`src/rtl/store_packer.sv`:
```
// Store-side packer: narrows and lane-replicates store data, generates byte enables,
// and queues packed stores in a small FIFO. Misaligned and illegal-size stores are dropped and flagged.
module store_packer #(
  parameter int ADDR_WIDTH = 32,
  parameter int DEPTH      = 2
) (
  input  logic                    clk,
  input  logic                    reset_n,
  input  logic                    in_valid,
  output logic                    in_ready,
  input  logic [ADDR_WIDTH-1:0]   in_addr,
  input  logic [31:0]             in_data,
  input  logic [1:0]              in_size,
  output logic                    out_valid,
  input  logic                    out_ready,
  output logic [ADDR_WIDTH-1:0]   out_addr,
  output logic [31:0]             out_data,
  output logic [3:0]              out_be,
  output logic                    misalign,
  output logic [ADDR_WIDTH-1:0]   err_addr,
  output logic [$clog2(DEPTH):0]  count
);

  localparam int PTR_W = (DEPTH > 1) ? $clog2(DEPTH) : 1;
  localparam int CNT_W = $clog2(DEPTH) + 1;
  localparam logic [CNT_W-1:0] FULL = CNT_W'(DEPTH);

  function automatic logic [31:0] pack_data(input logic [31:0] d, input logic [1:0] sz);
    case (sz)
      2'd0:    pack_data = {4{d[7:0]}};
      2'd1:    pack_data = {2{d[15:0]}};
      2'd2:    pack_data = d;
      default: pack_data = 32'd0;
    endcase
  endfunction

  function automatic logic [3:0] pack_be(input logic [1:0] sz, input logic [1:0] a);
    case (sz)
      2'd0:    pack_be = 4'b0001 << a;
      2'd1:    pack_be = a[1] ? 4'b1100 : 4'b0011;
      2'd2:    pack_be = 4'b1111;
      default: pack_be = 4'b0000;
    endcase
  endfunction

  function automatic logic is_bad(input logic [1:0] sz, input logic [1:0] a);
    case (sz)
      2'd0:    is_bad = 1'b0;
      2'd1:    is_bad = a[0];
      2'd2:    is_bad = (a != 2'b00);
      default: is_bad = 1'b1;
    endcase
  endfunction

  logic [ADDR_WIDTH-1:0] mem_addr [DEPTH];
  logic [31:0]           mem_data [DEPTH];
  logic [3:0]            mem_be   [DEPTH];

  logic [PTR_W-1:0]      wr_ptr, rd_ptr;
  logic [CNT_W-1:0]      count_q;
  logic                  misalign_p1;
  logic [ADDR_WIDTH-1:0] err_addr_p1;

  logic                  acc_p0, bad_p0, push_p0, pop_p0;
  logic [ADDR_WIDTH-1:0] addr_p0;
  logic [31:0]           data_p0;
  logic [3:0]            be_p0;

  // Stage 0: accept, classify and pack the incoming request
  assign in_ready  = (count_q != FULL);
  assign out_valid = (count_q != '0);
  assign acc_p0    = in_valid && in_ready;
  assign bad_p0    = is_bad(in_size, in_addr[1:0]);
  assign push_p0   = acc_p0 && !bad_p0;
  assign pop_p0    = out_valid && out_ready;
  assign addr_p0   = {in_addr[ADDR_WIDTH-1:2], 2'b00};
  assign data_p0   = pack_data(in_data, in_size);
  assign be_p0     = pack_be(in_size, in_addr[1:0]);

  always_ff @(posedge clk) begin
    if (push_p0) begin
      mem_addr[wr_ptr] <= addr_p0;
      mem_data[wr_ptr] <= data_p0;
      mem_be[wr_ptr]   <= be_p0;
    end
  end

  // Stage 1: FIFO bookkeeping and error reporting
  always_ff @(posedge clk or negedge reset_n) begin
    if (!reset_n) begin
      wr_ptr      <= '0;
      rd_ptr      <= '0;
      count_q     <= '0;
      misalign_p1 <= 1'b0;
      err_addr_p1 <= '0;
    end else begin
      if (push_p0) wr_ptr <= wr_ptr + PTR_W'(1);
      if (pop_p0)  rd_ptr <= rd_ptr + PTR_W'(1);
      case ({push_p0, pop_p0})
        2'b10:   count_q <= count_q + CNT_W'(1);
        2'b01:   count_q <= count_q - CNT_W'(1);
        default: count_q <= count_q;
      endcase
      misalign_p1 <= acc_p0 && bad_p0;
      if (acc_p0 && bad_p0) err_addr_p1 <= in_addr;
    end
  end

  // Head entry is only presented while valid so stale storage never leaks out
  assign out_addr = out_valid ? mem_addr[rd_ptr] : '0;
  assign out_data = out_valid ? mem_data[rd_ptr] : '0;
  assign out_be   = out_valid ? mem_be[rd_ptr]   : '0;
  assign misalign = misalign_p1;
  assign err_addr = err_addr_p1;
  assign count    = count_q;

endmodule

```
`config.mk`:
```
export PLATFORM = sky130hd
export DESIGN_NAME = store_packer
export DESIGN_NICKNAME = d
export VERILOG_FILES = /design/src/rtl/store_packer.sv
export SDC_FILE = /design/constraint.sdc
export NUM_CORES = 1
export LEC_CHECK = 0
export ABC_AREA = 1
export ABC_CLOCK_PERIOD_IN_PS = 12100
export CORE_ASPECT_RATIO = 1.25
export CORE_MARGIN = 2
export CORE_UTILIZATION = 45
export DETAILED_ROUTE_END_ITERATION = 8
export PLACE_DENSITY_LB_ADDON = 0.2
export SYNTH_ARGS = -nofsm -noshare
export SYNTH_HDL_FRONTEND = slang
export SYNTH_SLANG_ARGS = --single-unit
```
`constraint.sdc`:
```
create_clock -name clk -period 12.1 [get_ports clk]
set_clock_uncertainty 0.15 [all_clocks]
set_input_delay 2.42 -clock clk [delete_from_list [all_inputs] [get_ports clk]]
set_output_delay 2.42 -clock clk [all_outputs]
set_load 0.05 [all_outputs]
```
==> impl_metrics.csv, run 1 <==
group,metric,value,unit
timing,fin_crit_sh,0.458,
floorplan,die_w,114,um
synth,syn_inst,625,
detailed_routing,viasPerCell,5.16,
critical_path,critPathMaxFanout,35,
synth,yosys_warnings,0,
place,port_buffers,172,
global_route,grt_max_degree,68,
synth,synth_top_family_by_area,"simple AND/OR/NAND/NOR gates",
synth,synthXorXnorAreaFrac,0.00383,
timing,worst_slew_pin_slew,1.18,ns
timing,fin_crit,5.54,ns
critical_path,cp.required,9.53,ns
synth,syn_area_per_cell,11.0,um^2
hold_path,min-delay-path-class,"flop to flop",
timing,slew_viol_final,0,
floorplan,dieArea,16300,um^2
synth,synth_area_leader_cell,"edfxtp_1",
layout,most-common-layout-cells,"nand2_1 (243), clkdlybuf4s50_1 (171), edfxtp_1 (132), a21oi_1 (67), nand3_1 (49)",
critical_path,reg2reg_to,"mem_data[1][6]",
synth,synth_compound_area_frac,0.0596,
clock_tree,cts-root-buf,"clkbuf_16",
detailed_routing,drt_iter0_drc,272,
synth,ys_top_cells_by_area,"edfxtp_1 (58%), dfrtp_1 (13%), nand2_1 (13%), a21oi_1 (4.9%), nand3_1 (3.6%)",
synth,yosys.area_share.simple,0.182,
synth,ys_seq_elements,169,
global_route,overflow,0,
clock_tree,cts.sinks,169,
detailed_routing,routed-via-count,5068,
timing,fmax,0.181,GHz
pwr,ir_drop,0.167,mV
synth,synth_top_area_share,0.578,
detailed_routing,wire_per_inst,16.7,um
layout,finalNetCount,858,
clock_tree,post-cts-setup-buffers,0,
run,drv_cap,0,
critical_path,crit_start,"count[0]",
floorplan,die_h,142,um
clock_tree,numCtsBuffers,17,
timing,setup_viol,0,
clock_tree,cts_resized,0,
critical_path,reg2reg_slack,8.96,ns
pwr,power,2.73,mW
layout,drive_gt1_frac,0.0600,
critical_path,critical_path_class,"flop to output pin",
global_route,grt_antenna_before_repair,0,
floorplan,rows,50,
place,gp_congestion,0.861,
clock_tree,clock_path_buffers,2,
pwr,power.leakage,3.64,nW
clock_tree,path_clk_slew,0.06,ns
detailed_routing,drc_errors,0,
place,place_inst,950,
pwr,power_density,294,nW/um^2
global_route,grt_pass1_wl,25.8,mm
timing,tns,0,ns
clock_tree,cts_tree,"yes",
global_route,grt_usage,0.208,
critical_path,crit_path_start_kind,"flop",
synth,synth.distinct_cells,22,
clock_tree,ctsHoldBuffers,0,
floorplan,start_util,0.459,
synth,yosysSeqAreaShare,0.713,
synth,syn_area,6860,um^2
floorplan,ios,175,
clock_tree,htreeDepth,4,
synth,synth_fa_ha_area_frac,0.00182,
critical_path,critPathCaptureType,"output pin",
synth,synth_mux_area_frac,0,
clock_tree,clock_latency,0.41,ns
timing,relSlewSlack,0.214,
detailed_routing,wl,16.4,mm
detailed_routing,ant_nets,0,
layout,n_antenna_cell,0,
detailed_routing,first_pass_iters,5,
critical_path,timing.rr.start,"count[0]",
critical_path,arrival,2.97,ns
timing,rsz0062_at_grt,"no",
layout,synthToLayoutAreaGrowth,35.1,%
place,post-dp-hpwl,10.8,mm
timing,hold_violations,0,
critical_path,reg2regPathDepth,6,
critical_path,crit_path_end,"out_be[1]",
floorplan,core,15000,um^2
layout,layout.cells.non_filler,982,
run_status,status,"completed",
global_route,grt_pass1_vias,5026,
layout,final_common_cell,"nand2_1",
==> synthesized netlist by cell type <==
cell type / count
nand2_1: 243
edfxtp_1: 132
a21oi_1: 67
nand3_1: 49
dfrtp_1: 37
inv_1: 21
buf_2: 20
nor2_1: 15
o21ai_0: 13
clkbuf_1: 9
buf_6: 3
nand2_2: 3
buf_4: 2
or2_2: 2
xnor2_1: 2
a21oi_2: 1
buf_1: 1
conb_1: 1
ha_1: 1
inv_2: 1
nand4_1: 1
xor2_1: 1
==> through the flow <==
| step | setup WS, ns | utilization | instance area, um^2 | hold slack [ns] |
|---|---|---|---|---|
| 2_1_floorplan | 5.80 | - | 6870 | 0.300 |
| 3_3_place_gp | 6.65 | 0.581 | 8680 | 0.303 |
| 4_1_cts | 6.49 | 0.620 | 9270 | 0.331 |
| 5_1_grt | 6.35 | 0.620 | 9270 | 0.356 |
| 3_5_place_dp | 6.58 | 0.581 | 8680 | 0.312 |
| 6_report | 6.56 | 0.620 | 9270 | 0.326 |
==> area by class of cell <==
class	count	area, um^2
multi-input combinational	400	1730
fill	1208	5680
timing repair buffer	177	1750
sequential	169	4890
inverter	22	82.6
clock buffer	20	447
clock inverter	12	139
tap	182	228
==> worst min-delay path by stage <==
stage | from | end | cells past startpoint
after floorplan | wr_ptr | wr_ptr | 2
after global placement | err_addr[14] | err_addr[14] | 2
after detailed placement | err_addr[9] | err_addr[9] | 2
after CTS | err_addr[27] | err_addr[27] | 2
after global routing | wr_ptr | wr_ptr | 2
final | err_addr[1] | err_addr[1] | 2
==> power by group <==
group / leakage [nW] / internal, mW / switching, mW / total (mW)
logic: 1.70 / 0.411 / 1.00 / 1.41
registers: 1.66 / 0.737 / 0.0501 / 0.787
clock network: 0.274 / 0.312 / 0.216 / 0.528
==> logic make-up after synthesis <==
kind of cell / after synthesis
simple gates: 313
flops: 169
compound gates: 81
buf+inv: 57
xor+xnor: 3
fa+ha+maj: 1
other cells: 1
==> critical path, stage by stage (launching register included) <==
cell,delay [ns]
dfrtp_1,0.47
nor2_4,0.71
buf_4,0.50
a21oi_1,0.14
clkdlybuf4s50_1,0.74
==> sequential cells by signal (all words and copies together), names as in the netlist <==
register  flops
mem_data     64
rd_ptr        1
count         2
mem_addr     60
wr_ptr        1
mem_be        8
err_addr     32
misalign      1
==> layer usage <==
metal / vias to the layer above / global-route usage / wire length (um)
met5: - / 0 / 0
met3: 19 / 0.0592 / 1280
met4: 0 / 0.0687 / 288
met1: 2415 / 0.251 / 6510
li1: 2425 / - / -
met2: 209 / 0.358 / 8360
Note: power is estimated with default switching activity, not from simulation.
==> run 2: changes to the inputs <==
Settings changed: ABC_CLOCK_PERIOD_IN_PS 12100 to 4400, CORE_UTILIZATION 45 to 44.
Clock period 12.1 ns to 4.4 ns, I/O delays scaled along.
==> run 2 against run 1 <==
  * Global-route usage rose by 0.24 points
  * Clock-buffer cell count fell by 1
  * Clock power rose to 2.7 times the previous value
  * Via count rose by 0.71%
  * Critical path depth did not move
  * Critical endpoint is now out_be[2]
  * Combinational power rose to 2.8 times the previous value
  * Non-clock buffer count rose by 5
  * First-iteration DRC count fell by 2.9%
  * Worst hold slack got worse by 0.0048 ns
==> impl_metrics.csv, run 2 (same netlist as run 1, synthesis figures left out) <==
group,metric,value,unit
run_status,status,"completed",
pwr,power_density,803,nW/um^2
timing,setup_viol,0,
clock_tree,cts_resized,0,
layout,multi_input_comb_area,1730,um^2
clock_tree,htreeDepth,4,
place,place_ws,1.04,ns
detailed_routing,ant_nets,0,
pwr,p_int,3.99,mW
clock_tree,clock_latency,0.41,ns
critical_path,crit_path_start_kind,"flop",
timing,fin_crit,3.75,ns
layout,final-seq-area,4890,um^2
global_route,grt_pass1_vias,5103,
detailed_routing,routed-via-count,5104,
layout,final_common_cell,"nand2_1",
critical_path,arrival,2.72,ns
floorplan,rows,51,
detailed_routing,drt_iter0_drc,264,
global_route,grt_pass1_wl,26.5,mm
floorplan,core,15400,um^2
place,post-dp-hpwl,11.2,mm
pwr,p_switching,3.52,mW
critical_path,critical_path_class,"flop to output pin",
detailed_routing,wl,17.1,mm
layout,n_antenna_cell,0,
hold_path,min-delay-path-class,"flop to flop",
clock_tree,cts_tree,"yes",
place,gp_congestion,0.816,
timing,hold_violations,0,
layout,most-common-layout-cells,"nand2_1 (243), clkdlybuf4s50_1 (171), edfxtp_1 (132), a21oi_1 (67), nand3_1 (49)",
floorplan,die_w,116,um
pwr,p_comb_frac,0.524,
clock_tree,ctsHoldBuffers,0,
critical_path,critPathCaptureType,"output pin",
pwr,swShare,0.469,
timing,rsz0062_at_grt,"no",
global_route,grt_antenna_before_repair,0,
timing,fmax,0.267,GHz
clock_tree,cts.sinks,169,
layout,synthToLayoutAreaGrowth,36.2,%
clock_tree,post-cts-setup-buffers,0,
detailed_routing,viasPerCell,5.02,
critical_path,slowest_delay,0.87,ns
global_route,overflow,0,
global_route,grt_usage,0.210,
floorplan,dieArea,16600,um^2
timing,relSlewSlack,0.412,
critical_path,cp.required,3.37,ns
timing,setup_slack,0.649,ns
global_route,grt_max_degree,67,
timing,tns,0,ns
detailed_routing,drc_errors,0,
clock_tree,cts-root-buf,"clkbuf_16",
pwr,pwr-share-clk,0.188,
timing,worst_slew_pin_slew,0.882,ns
layout,largest_register_ff_count,64,
timing,fin_crit_sh,0.853,
layout,finalNetCount,863,
floorplan,die_h,144,um
run,drv_cap,0,
critical_path,path_cells,"buf_4, nand2_1, a21oi_1, clkdlybuf4s50_1",
layout,largest-register,"mem_data",
place,port_buffers,172,
layout,drive_gt1_frac,0.0671,
pwr,power.leakage,3.68,nW
clock_tree,path_clk_slew,0.06,ns
critical_path,critPathMaxFanout,66,
detailed_routing,wire_per_inst,16.8,um
timing,slew_viol_final,0,
layout,fillers,1287,
clock_tree,numCtsBuffers,17,
critical_path,cpMaxStageDelayCell,"clkdlybuf4s50_1",
pwr,power_frac_seq,0.288,
detailed_routing,first_pass_iters,5,
pwr,ir_drop,0.426,mV
clock_tree,clock_path_buffers,2,
floorplan,ios,175,
floorplan,start_util,0.444,
[run 2: cell count changes in the layout (fill, tap and decap cells not counted)]
cell,previous run,this run
clkbuf_1,2,1
inv_4,0,2
inv_6,3,4
bufinv_16,2,1
buf_4,5,8
clkinv_2,1,3
buf_12,0,2
clkinvlp_4,4,1
[run 2: path summary, 6_finish.rpt]
check	start	end	slack, ns	cells after the start
setup / recovery	rd_ptr	out_be[2]	0.65	4
hold / removal	err_addr[10]	err_addr[10]	0.32	2
setup reg to reg	count[0]	mem_data[1][1]	1.88	6
hold reg to reg	err_addr[10]	err_addr[10]	0.32	2
max in group asynchronous	reset_n	rd_ptr	3.04	1
min in group asynchronous	reset_n	err_addr[17]	0.44	1
[run 2: stage by stage]
step / area [um^2] / power (mW) / std cells / hold WS (ns) / util
6_report: 9350 / 7.51 / 1017 / 0.321 / 0.605
5_1_grt: 9350 / 7.85 / 1017 / 0.349 / 0.605
4_1_cts: 9350 / 7.57 / 1017 / 0.325 / 0.605
3_5_place_dp: 8780 / 6.14 / 985 / 0.311 / 0.569
3_3_place_gp: 8780 / 6.12 / 985 / 0.306 / 0.569
2_1_floorplan: 6870 / 4.78 / 626 / 0.300 / -
[run 2: area by class of cell]
| class | count | area share |
|---|---|---|
| Multi-Input combinational cell | 400 | 0.185 |
| Clock inverter | 13 | 0.0126 |
| Inverter | 22 | 0.00884 |
| Timing Repair Buffer | 182 | 0.194 |
| Sequential cell | 169 | 0.523 |
| Tap cell | 212 | 0.0284 |
| Clock buffer | 19 | 0.0474 |
[run 2: critical path, delay by kind of cell (launching register included)]
kind                   cells  cell delay (ns)
DFF                        1             0.38
and+or+nand+nor            1             0.12
AOI/OAI and AO/OA          1             0.31
buffers and inverters      2             1.48
[run 2: power groups by stage]
stage | logic [mW] | clock network (mW) | registers [mW]
after floorplan | 2.11 | 0 | 2.67
after global placement | 3.93 | 0 | 2.18
after detailed placement | 3.96 | 0 | 2.19
after CTS | 3.97 | 1.44 | 2.16
after global routing | 4.15 | 1.50 | 2.19
final | 3.94 | 1.41 | 2.16
[run 2: per-layer routing]
layer  global-route usage  wire [um]  vias up  share of wire
met5                    0          0        -              0
met4               0.0583        177        0          0.010
met3               0.0582       1360       15          0.080
met2                0.371       8970      208           0.52
met1                0.252       6600     2436           0.39
li1                     -          -     2445              -
